`config.mk`:
```
export PLATFORM = sky130hd
export DESIGN_NAME = uart_tx_serializer
export DESIGN_NICKNAME = d
export VERILOG_FILES = /design/src/rtl/uart_tx_pkg.sv /design/src/rtl/uart_baud_tick.sv /design/src/rtl/uart_tx_serializer.sv
export SDC_FILE = /design/constraint.sdc
export NUM_CORES = 1
export LEC_CHECK = 0
export BUFFER_PORTS_ARGS = -buffer_cell sky130_fd_sc_hd__buf_2
export CAP_MARGIN = 30
export CORE_UTILIZATION = 62
export DETAILED_ROUTE_END_ITERATION = 6
export GPL_ROUTABILITY_DRIVEN = 1
export PLACE_DENSITY = 0.93
export SLEW_MARGIN = 20
export SYNTH_ARGS = -nofsm -noshare
export SYNTH_HDL_FRONTEND = slang
export SYNTH_HIERARCHICAL = 1
export SYNTH_SLANG_ARGS = --single-unit
```
`constraint.sdc`:
```
create_clock -name clk -period 5 [get_ports clk]
set_input_delay 0.5 -clock clk [delete_from_list [all_inputs] [get_ports clk]]
set_output_delay 0.5 -clock clk [all_outputs]
set_load 0.01 [all_outputs]
```
`src/rtl/uart_tx_pkg.sv`:
```
// Shared types and constants for the UART transmit serializer.
// Even parity is enabled by defining UART_TX_PARITY_EN.
package uart_tx_pkg;

    typedef enum logic [2:0] {
        StIdle,
        StReq,
        StWait,
        StStart,
        StData,
        StPar,
        StStop
    } tx_state_e;

    localparam logic [7:0] TX_IDLE_BYTE = 8'hFF;
    localparam logic [7:0] TX_LF_BYTE   = 8'h0A;

    function automatic logic even_parity(input logic [7:0] data);
        return ^data;
    endfunction

endpackage

```
`src/rtl/uart_baud_tick.sv`:
```
// Bit-period tick generator: pulses once every ClksPerBit enabled cycles.
// The count is cleared by restart_i so each frame starts on a full bit period.
module uart_baud_tick #(
    parameter int unsigned ClksPerBit = 434
) (
    input  logic clk_i,
    input  logic rst_ni,
    input  logic en_i,
    input  logic restart_i,
    output logic tick_o
);

    localparam int unsigned CntW = (ClksPerBit > 1) ? $clog2(ClksPerBit) : 1;
    localparam logic [CntW-1:0] CntMax = CntW'(ClksPerBit - 1);

    logic [CntW-1:0] cnt_q, cnt_d;

    assign tick_o = en_i && (cnt_q == CntMax);

    always_comb begin
        cnt_d = cnt_q;
        if (restart_i) begin
            cnt_d = '0;
        end else if (en_i) begin
            cnt_d = tick_o ? '0 : cnt_q + CntW'(1);
        end
    end

    always_ff @(posedge clk_i or negedge rst_ni) begin
        if (!rst_ni) begin
            cnt_q <= '0;
        end else begin
            cnt_q <= cnt_d;
        end
    end

endmodule

```
`src/rtl/uart_tx_serializer.sv`:
```
// Fetches bytes from an upstream memory and sends them as UART frames (8N1, or 8E1
// when UART_TX_PARITY_EN is defined). A fetched 8'hFF means "no data" and sends nothing.
module uart_tx_serializer
    import uart_tx_pkg::*;
#(
    parameter int unsigned CLK_FREQ = 50000000,
    parameter int unsigned BAUD     = 115200
) (
    input  logic       clk,
    input  logic       reset,
    input  logic [7:0] iTX_DATA,
    input  logic       iTX_EN,
    output logic       oTX_REQ,
    output logic       oTX,
    output logic       oBUSY,
    output logic       oLINE_DONE
);

    localparam int unsigned CLKS_PER_BIT = CLK_FREQ / BAUD;

    tx_state_e  state_q, state_d;
    logic [7:0] shift_q, shift_d;
    logic [2:0] bit_idx_q, bit_idx_d;
    logic       lf_q, lf_d;
    logic       tx_q, tx_d;
    logic       line_done_q, line_done_d;
`ifdef UART_TX_PARITY_EN
    logic       par_q, par_d;
`endif

    logic tick;
    logic in_frame;
    logic restart;

    assign in_frame = (state_q == StStart) || (state_q == StData) ||
                      (state_q == StPar)   || (state_q == StStop);
    assign restart  = (state_q == StWait);

    uart_baud_tick #(
        .ClksPerBit(CLKS_PER_BIT)
    ) u_baud_tick (
        .clk_i    (clk),
        .rst_ni   (reset),
        .en_i     (in_frame),
        .restart_i(restart),
        .tick_o   (tick)
    );

    // tx_d always carries the level of the bit about to start, so oTX is a pure register.
    always_comb begin
        state_d     = state_q;
        shift_d     = shift_q;
        bit_idx_d   = bit_idx_q;
        lf_d        = lf_q;
        tx_d        = tx_q;
        line_done_d = 1'b0;
`ifdef UART_TX_PARITY_EN
        par_d       = par_q;
`endif
        unique case (state_q)
            StIdle: begin
                tx_d = 1'b1;
                if (iTX_EN) begin
                    state_d = StReq;
                end
            end
            StReq: begin
                state_d = StWait;
            end
            StWait: begin
                if (iTX_DATA == TX_IDLE_BYTE) begin
                    state_d = StIdle;
                end else begin
                    shift_d   = iTX_DATA;
                    lf_d      = (iTX_DATA == TX_LF_BYTE);
                    bit_idx_d = '0;
                    tx_d      = 1'b0;
                    state_d   = StStart;
`ifdef UART_TX_PARITY_EN
                    par_d     = even_parity(iTX_DATA);
`endif
                end
            end
            StStart: begin
                if (tick) begin
                    tx_d    = shift_q[0];
                    state_d = StData;
                end
            end
            StData: begin
                if (tick) begin
                    if (bit_idx_q == 3'd7) begin
`ifdef UART_TX_PARITY_EN
                        tx_d    = par_q;
                        state_d = StPar;
`else
                        tx_d    = 1'b1;
                        state_d = StStop;
`endif
                    end else begin
                        shift_d   = {1'b0, shift_q[7:1]};
                        tx_d      = shift_q[1];
                        bit_idx_d = bit_idx_q + 3'd1;
                    end
                end
            end
`ifdef UART_TX_PARITY_EN
            StPar: begin
                if (tick) begin
                    tx_d    = 1'b1;
                    state_d = StStop;
                end
            end
`endif
            StStop: begin
                if (tick) begin
                    line_done_d = lf_q;
                    state_d     = iTX_EN ? StReq : StIdle;
                end
            end
            default: begin
                tx_d    = 1'b1;
                state_d = StIdle;
            end
        endcase
    end

    always_ff @(posedge clk or negedge reset) begin
        if (!reset) begin
            state_q     <= StIdle;
            shift_q     <= '0;
            bit_idx_q   <= '0;
            lf_q        <= 1'b0;
            tx_q        <= 1'b1;
            line_done_q <= 1'b0;
`ifdef UART_TX_PARITY_EN
            par_q       <= 1'b0;
`endif
        end else begin
            state_q     <= state_d;
            shift_q     <= shift_d;
            bit_idx_q   <= bit_idx_d;
            lf_q        <= lf_d;
            tx_q        <= tx_d;
            line_done_q <= line_done_d;
`ifdef UART_TX_PARITY_EN
            par_q       <= par_d;
`endif
        end
    end

    assign oTX        = tx_q;
    assign oTX_REQ    = (state_q == StReq);
    assign oBUSY      = (state_q != StIdle);
    assign oLINE_DONE = line_done_q;

endmodule

```
==> run metrics, run 1 <==
status=finished, final reports clean; fmax=311 MHz; Multi-input gate area=822 um2; register area share after synthesis=42.4%; total track usage=26.4%; first-pass GRT wire length=5130 um; synthesized cell area=1540 um2; final hold vios=0; most used flip-flop cell after synthesis=dfrtp_1; hold crit path type=in2async; CP required=5.21 ns; #FFs+latches synth=26; critical register-to-register path startpoint=state_q[1]; die height=51.8 um; Post-Route WL=2850 um; Post-Syn Instances=150; vias in the first global route=1157; die width=51.8 um; average routed wire per standard cell=14.9 um; initial antenna violation count=0; Placeable Area=2280 um2; fill count=165; worst slew pin tran=0.627 ns; Remaining DRCs=0; max_slew headroom=57.9%; final instance area=1650 um2; clock skew=0.00544 ns; initial core utilization=67.6%; synth unique cells=44; Port Buffers=14; via count=1180; EDFF count, synth=0; PwrDens=439 nW/um2; MaxCap Viol Count=0; worst-case clock buffer depth=2; H-tree Lvls=1; placer's final routability congestion estimate=0.849; Slew Limit Fails=0; WHS=0.153 ns; WS Path Type=reg2reg; Via-to-Cell Ratio=6.18; clk slew on worst S/H paths=0.14 ns; synth warn=6; Final setup violation count=0; remaining antenna violation count after routing=0; synthesized area per cell=10.3 um2; Setup crit start kind=register; asr flop ratio synth=100%; Seq. cell area=652 um2; fin crit share=64.3%; TritonCTS clock tree=built; post-route minimum period=3.22 ns; FF-to-FF path depth=8; worst path bufs/invs=1; die area=2680 um2; layout overhead on the synthesized area=7.24%; Final Util=72.5%; reg2reg end=shift_q[0]; clock sink count=26; row cnt=17; maximum vdd ir drop=350 uV; critical path arrival=3.43 ns; Leak Pwr=0.703 nW; CP peak stage delay=0.60 ns; dpl cell area=1610 um2; crit-path max FO=15; Pre-antenna DRT Iters=4; I/O pin cnt=15; syn_nets=165; RSZ-0062 raised after global routing=false; Nets=179; CTS root buf=clkbuf_4; largest net degree at the start of global routing=27; reg2reg setup slack=1.78 ns; Worst Setup End Kind=register; final setup TNS=0 ns; Worst setup endpoint=shift_q[0]; stages on the worst setup path=8; CP max-delay cell=dfrtp_1; Top Family by Delay on Critical Path=simple AND/OR/NAND/NOR gates; worst-skew pair later-pin latency=0.32 ns; crit-path cells=nand2_1 > xnor2_1 > nand3b_1 > nor3_1 > inv_1 > or3_4 > nand2_8 > mux2_1; grt ovf=0; share of layout cells above drive strength 1=19.6%; CTS buffer count=3; Worst Setup SP=state_q[1]; Post CTS Setup Buffer Count=0; # diodes=0; post-CTS sizing=0; drt first-iter violations=24; HPWL after DPL=2080 um; # hold bufs at CTS=0
-- cell type report --
cell class	count	area share (%)
timing repair buffer	14	4.25
sequential	26	39.5
multi-input combinational	110	49.8
tap	28	2.12
clock buffer	4	2.20
inverter	9	2.05
-- worst min-delay path by stage --
| stage | start | to | slack (ns) | cells after the start |
|---|---|---|---|---|
| floorplan | reset | bit_idx_q[0] | 0.20 | 0 |
| global placement | shift_q[6] | shift_q[6] | 0.47 | 1 |
| detailed placement | shift_q[6] | shift_q[6] | 0.49 | 1 |
| CTS | reset | u_baud_tick/cnt_q[8] | 0.16 | 1 |
| global route | reset | u_baud_tick/cnt_q[7] | 0.17 | 1 |
| finish | reset | u_baud_tick/cnt_q[7] | 0.15 | 1 |
-- per-stage QoR --
step / instances / worst slack (ns) / total power, mW
finish: 191 / 1.78 / 0.724
global route: 191 / 1.43 / 0.780
CTS: 191 / 1.81 / 0.728
detailed placement: 187 / 1.84 / 0.616
global placement: 187 / 2.01 / 0.601
floorplan: 150 / 2.34 / 0.555
-- cells in the mapped netlist (2+ instances only) --
cell / count / area [um2]
dfrtp_1: 25 / 626
nand2_1: 13 / 48.8
o21ai_0: 12 / 60.1
inv_1: 9 / 33.8
a21oi_1: 8 / 40.0
nor2_1: 8 / 30.0
mux2_1: 7 / 78.8
mux2_4: 5 / 75.1
nand2b_1: 5 / 31.3
ha_1: 4 / 50.1
nand4_1: 4 / 25.0
or3_1: 4 / 25.0
xor2_1: 4 / 35.0
buf_2: 3 / 15.0
nand3_1: 3 / 15.0
nor3_1: 3 / 15.0
a221oi_1: 2 / 17.5
mux2_2: 2 / 22.5
mux2i_1: 2 / 20.0
o211ai_1: 2 / 15.0
o311ai_0: 2 / 17.5
-- flip-flops by register name, summed over array words and instances, names as in the netlist --
name and count:
oLINE_DONE 1, u_baud_tick/cnt_q 9, state_q 3, oTX 1, lf_q 1, shift_q 8, bit_idx_q 3
-- power by group --
group | total, mW | internal [mW] | switching, mW
Combinational | 0.292 | 0.144 | 0.148
Clock | 0.104 | 0.0445 | 0.0599
Sequential | 0.328 | 0.269 | 0.0592
Total | 0.724 | 0.457 | 0.267
-- per-layer routing --
layer  GRT usage (%)  share of wire (%)
met5               0                  0
met2            41.8                 48
met1            34.2                 44
met4            15.3                3.6
met3            3.80                4.2
-- layout by cell type, fill, tap and decap left out, drive strengths merged, types with 5 or more instances in the layout --
master  Yosys  layout
nor2        8       8
mux2       14      14
nand2      14      14
a21oi       8       8
buf         4      14
nand2b      5       5
or3         5       5
o21ai      13      13
inv         9       9
dfrtp      25      25
-- cell families after synthesis --
group / after synthesis / share of synthesized area, %
flops: 26 / 42.4
fa+ha+maj: 4 / 3.25
compound gates: 34 / 15.1
simple gates: 51 / 19.5
mux: 16 / 12.8
xor+xnor: 5 / 2.85
buf+inv: 14 / 4.15
(Power assumes the default switching activity.)
==> inputs of run 2 (changes only) <==
- CORE_UTILIZATION: 62 -> 52
- PLACE_DENSITY: 0.93 -> 0.84
- clock period: 5 -> 2.64 ns (I/O delays scaled with it)
==> run 2 against run 1 <==
  * Worst hold slack better by 0.034 ns
  * Cell count rose by 4.7%
  * Setup slack got worse by 1.5 ns
  * Sequential power grew 82%
==> run metrics, run 2 (synthesized netlist as in run 1, its figures left out) <==
hold crit path type=in2reg; maximum vdd ir drop=744 uV (+110%); commonest non-fill, non-tap cells in the layout=dfrtp_1, buf_2, nand2_1; commonest non-fill, non-tap cell in the layout=dfrtp_1; vias in the first global route=1193 (+3.1%); die area=3180 um2 (+18%); total track usage=21.1% (-5.2 points); post-route minimum period=2.38 ns (-0.839 ns); Placeable Area=2780 um2 (+22%); max_slew headroom=55.5% (-2.4 points); grt ovf=0 (unchanged); placer's final routability congestion estimate=0.781 (-7.9%); CTS root buf=clkbuf_4; Combinational Power Share=42.8% (+2.5 points); Leak Pwr=0.732 nW (+4.1%); layout overhead on the synthesized area=10.9%; Port Buffers=14 (unchanged); CP required=2.86 ns (-2.35 ns); status=finished, final reports clean; Via-to-Cell Ratio=5.85 (-5.3%); final setup TNS=0 ns (unchanged); Pre-antenna DRT Iters=4 (unchanged); Psw=512 uW (+91%); Final setup violation count=0 (unchanged); Largest Register=u_baud_tick/cnt_q; largest net degree at the start of global routing=27 (unchanged); Cell Int Power=897 uW (+96%); WS Path Type=reg2reg; first-pass GRT wire length=5270 um (+2.8%); sw frac=36.3% (-0.60 points); fill count=223 (+35%); clock sink count=26 (unchanged); fmax=420 MHz (+35%); RSZ-0062 raised after global routing=false; crit-path max FO=11 (-4); worst-skew pair later-pin latency=0.34 ns (+0.02 ns); Largest regs=u_baud_tick/cnt_q (9), shift_q (8); TritonCTS clock tree=built; # diodes=0 (unchanged); via count=1170 (-0.85%); drt first-iter violations=78 (+230%); WHS=0.187 ns (+0.0342 ns); HPWL after DPL=2220 um (+6.3%); clk slew on worst S/H paths=0.13 ns (about the same); worst-case clock buffer depth=2 (unchanged); worst slew pin tran=0.663 ns (+0.0357 ns); final hold vios=0 (unchanged); I/O pin cnt=15 (unchanged); die width=56.4 um (+8.8%); FF-to-FF path depth=8 (unchanged); Remaining DRCs=0 (unchanged); share of layout cells above drive strength 1=22.5% (+2.9 points); initial core utilization=55.3% (-12 points); critical path arrival=2.59 ns (-0.84 ns); dpl cell area=1660 um2 (+2.9%); clock skew=0.0185 ns (+0.0131 ns); die height=56.4 um (+8.8%); Reg power frac=42.4% (-2.9 points); Setup crit start kind=register; clock network power share=14.7% (+0.3 points); H-tree Lvls=1 (unchanged); Post-Route WL=2920 um (+2.4%); CTS buffer count=3 (unchanged); remaining antenna violation count after routing=0 (unchanged); hold path depth=3; average routed wire per standard cell=14.6 um (-2.2%); MaxCap Viol Count=0 (unchanged); fin crit share=90.1% (+26 points); initial antenna violation count=0 (unchanged); Worst Setup End Kind=register; Slew Limit Fails=0 (unchanged); PwrDens=826 nW/um2 (+88%); Nets=185 (+3.4%); final instance area=1710 um2 (+3.4%); max FFs per register=9 (unchanged); row cnt=19 (+2)
-- run 2: changes by cell type in the layout (fill, tap and decap cells not counted) --
cell / previous run / this run
dlygate4sd3_1: 0 / 1
buf_4: 0 / 5
nor3_1: 3 / 2
nor3_2: 0 / 1
-- run 2: final timing paths --
path	start	to	slack, ns
min in group asynchronous	reset	u_baud_tick/cnt_q[8]	0.44
hold / removal	iTX_DATA[7]	shift_q[7]	0.19
setup reg to reg	state_q[0]	shift_q[0]	0.26
hold reg to reg	shift_q[6]	shift_q[6]	0.51
setup / recovery	state_q[0]	shift_q[0]	0.26
max in group asynchronous	reset	oTX	1.80
-- run 2: routing by layer --
metal | track usage (%) | routed length [um] | vias up
li1 | - | - | 579
met4 | 6.97 | 42 | 0
met2 | 36.6 | 1500 | 20
met5 | 0 | 0 | -
met1 | 26.5 | 1280 | 565
met3 | 4.15 | 87 | 6
-- run 2: critical path: stages (launching register included) --
cell      delay [ns]
dfrtp_1         0.56
nand2_1         0.12
xnor2_1         0.21
nand3b_1        0.21
nor3_2          0.20
inv_1           0.10
or3_4           0.41
nand2_8         0.12
mux2_1          0.34
-- run 2: area by class of cell --
type / count / area, um2 / area share [%]
Timing Repair Buffer: 20 / 118 / 6.90
Inverter: 9 / 33.8 / 1.98
Clock buffer: 4 / 36.3 / 2.13
Sequential cell: 26 / 652 / 38.2
Multi-Input combinational cell: 110 / 827 / 48.5
Tap cell: 31 / 38.8 / 2.27
-- run 2: power by group through the flow --
stage | combinational, mW | sequential, mW | clock (mW)
floorplan | 0.477 | 0.573 | 0
global placement | 0.580 | 0.597 | 0
detailed placement | 0.609 | 0.604 | 0
CTS | 0.608 | 0.598 | 0.215
global route | 0.670 | 0.615 | 0.223
finish | 0.603 | 0.598 | 0.208
-- run 2: repair_timing --
| item | 4_1_cts | 5_1_grt |
|---|---|---|
| hold endpoints to repair | 25 | 0 |
| hold buffers | 1 | 0 |
| resized for setup | 0 | 0 |
| setup buffers | 0 | 0 |
-- run 2: through the flow --
stage	utilization (%)	std cells	total power, mW	worst slack, ns
floorplan	-	150	1.05	0.116
global placement	59.6	195	1.18	0.413
detailed placement	59.6	195	1.21	0.260
CTS	61.3	200	1.42	0.240
global route	61.3	200	1.51	0.0874
finish	61.3	200	1.41	0.262
==> inputs of run 3 (changes only) <==
- BUFFER_PORTS_ARGS: -buffer_cell sky130_fd_sc_hd__buf_2 -> not set
- CORE_MARGIN: not set -> 2
- CORE_UTILIZATION: 52 -> 56
- DONT_BUFFER_PORTS: not set -> 1
==> run 3 against run 2 <==
  * Sequential power fell by 3%
  * Utilization is 0.31 points higher
  * Final area fell by 2.9%
  * Setup slack better by 0.098 ns
  * Critical path type unchanged
  * Routed wire length shrank 5.2%
  * Clock-buffer cell count unchanged
  * Maximum frequency is 4.3% higher
==> run metrics, run 3 (synthesized netlist as in run 1, its figures left out) <==
die area=3180 um2 (about the same); Finished Layout Cells=187 (-6.5%); fmax=439 MHz (+4.3%); max FFs per register=9 (unchanged); commonest non-fill, non-tap cell in the layout=dfrtp_1; drt first-iter violations=60 (-23%); HPWL after DPL=2050 um (-7.4%); # diodes=0 (unchanged); placer's final routability congestion estimate=0.832 (+6.5%); initial antenna violation count=0 (unchanged); WHS=0.0623 ns (-0.125 ns); RSZ-0062 raised after global routing=false; WS Path Type=reg2reg; Final Util=61.6% (+0.31 points); TritonCTS clock tree=built; fin crit share=86.4% (-3.7 points); Pre-antenna DRT Iters=4 (unchanged); Via-to-Cell Ratio=6.01 (+2.7%); CTS buffer count=3 (unchanged); share of layout cells above drive strength 1=16.0% (-6.5 points); Port Buffers=0 (-14); final worst slack=0.360 ns (+0.0982 ns); critical path arrival=2.50 ns (-0.09 ns); MaxCap Viol Count=0 (unchanged); Cell Int Power=882 uW (-1.6%); via count=1123 (-4.0%); I/O pin cnt=15 (unchanged); Psw=491 uW (-4.1%); Post-Route WL=2760 um (-5.2%); Reg power frac=42.3% (about the same); Placeable Area=2690 um2 (-3.4%); clock skew=0.00153 ns (-0.0170 ns); clk slew on worst S/H paths=0.13 ns (about the same); crit-path max FO=10 (-1); post-route minimum period=2.28 ns (-0.0982 ns); commonest non-fill, non-tap cells in the layout=dfrtp_1, nand2_1, o21ai_0; Inst Count DP=181 (-7.2%); CTS root buf=clkbuf_4; Post CTS Setup Buffer Count=0 (unchanged); final hold vios=0 (unchanged); layout overhead on the synthesized area=7.65%; maximum vdd ir drop=686 uV (-7.7%); average routed wire per standard cell=14.8 um (+1.4%); vias in the first global route=1138 (-4.6%); CP required=2.86 ns (about the same); die width=56.4 um (about the same); initial core utilization=57.2% (+2.0 points); die height=56.4 um (about the same); Remaining DRCs=0 (unchanged); remaining antenna violation count after routing=0 (unchanged); worst-skew pair later-pin latency=0.32 ns (-0.02 ns); clock network power share=14.3% (-0.4 points); Combinational Power Share=43.4% (+0.6 points); Worst Setup End Kind=register; Leak Pwr=0.686 nW (-6.3%); Setup crit start kind=register; total track usage=19.5% (-1.7 points); worst slew pin tran=0.602 ns (-0.0609 ns); Slew Limit Fails=0 (unchanged); Place WS=0.359 ns (+0.0989 ns); worst-case clock buffer depth=2 (unchanged); post-CTS sizing=0 (unchanged); row cnt=19 (unchanged); fill count=228 (+2.2%); Nets=172 (-7.0%); Largest regs=u_baud_tick/cnt_q (9), shift_q (8); Largest Register=u_baud_tick/cnt_q; PwrDens=829 nW/um2 (+0.40%); sw frac=35.7% (-0.59 points); H-tree Lvls=1 (unchanged); clock sink count=26 (unchanged); largest net degree at the start of global routing=27 (unchanged); grt ovf=0 (unchanged); status=finished, final reports clean; max_slew headroom=59.6% (+4.1 points); final setup TNS=0 ns (unchanged); first-pass GRT wire length=4900 um (-7.1%); hold crit path type=in2reg; Final setup violation count=0 (unchanged)
[run 3: cell types whose count changed in the layout (fill, tap and decap cells not counted)]
cell and delta:
buf_12 +1, buf_2 -14
[run 3: what timing repair did]
item,CTS,global route
hold endpoints to repair,26,0
hold buffers,2,0
endpoints found under the setup margin,0,0
[run 3: final cells by class]
cell class	instances	area, um2	area share (%)
flip-flops and latches	26	652	39.4
repair buffers	7	67.6	4.08
well taps	31	38.8	2.34
clock buffers	4	36.3	2.19
multi-input cells	110	827	50.0
inverters	9	33.8	2.04
[run 3: routing by layer]
layer | global-route usage, % | vias up | wire length (um)
met2 | 33.4 | 19 | 1360
met1 | 23.9 | 546 | 1280
met3 | 2.53 | 4 | 68
li1 | - | 554 | -
met5 | 0 | - | 0
met4 | 9.86 | 0 | 46
[run 3: through the flow]
stage          total power, mW  instance area [um2]
2_1_floorplan             1.05                 1540
3_5_place_dp              1.17                 1590
3_3_place_gp              1.14                 1590
6_report                  1.37                 1660
4_1_cts                   1.38                 1660
5_1_grt                   1.47                 1660
[run 3: path summary, 6_finish.rpt]
kind                                   endpoint                 start  slack [ns]  cells after the start
setup / recovery                     shift_q[0]  u_baud_tick/cnt_q[1]        0.36                      8
hold / removal                       shift_q[7]           iTX_DATA[7]        0.06                      2
setup reg to reg                     shift_q[0]  u_baud_tick/cnt_q[1]        0.36                      8
hold reg to reg                      shift_q[6]            shift_q[6]        0.50                      1
max in group asynchronous                   oTX                 reset        2.06                      2
min in group asynchronous  u_baud_tick/cnt_q[3]                 reset        0.35                      2
[run 3: worst max-delay path: stages (launching register included)]
cell	delay, ns
dfrtp_1	0.44
inv_1	0.07
ha_1	0.14
nand4b_1	0.28
nor3_2	0.27
inv_1	0.10
or3_4	0.42
nand2_8	0.12
mux2_1	0.33
[run 3: power by group through the flow]
| stage | Combinational (mW) | Sequential [mW] | Clock (mW) |
|---|---|---|---|
| after floorplan | 0.477 | 0.573 | 0 |
| after global placement | 0.559 | 0.583 | 0 |
| after detailed placement | 0.581 | 0.588 | 0 |
| after CTS | 0.596 | 0.581 | 0.208 |
| after global routing | 0.652 | 0.599 | 0.218 |
| final | 0.596 | 0.580 | 0.197 |
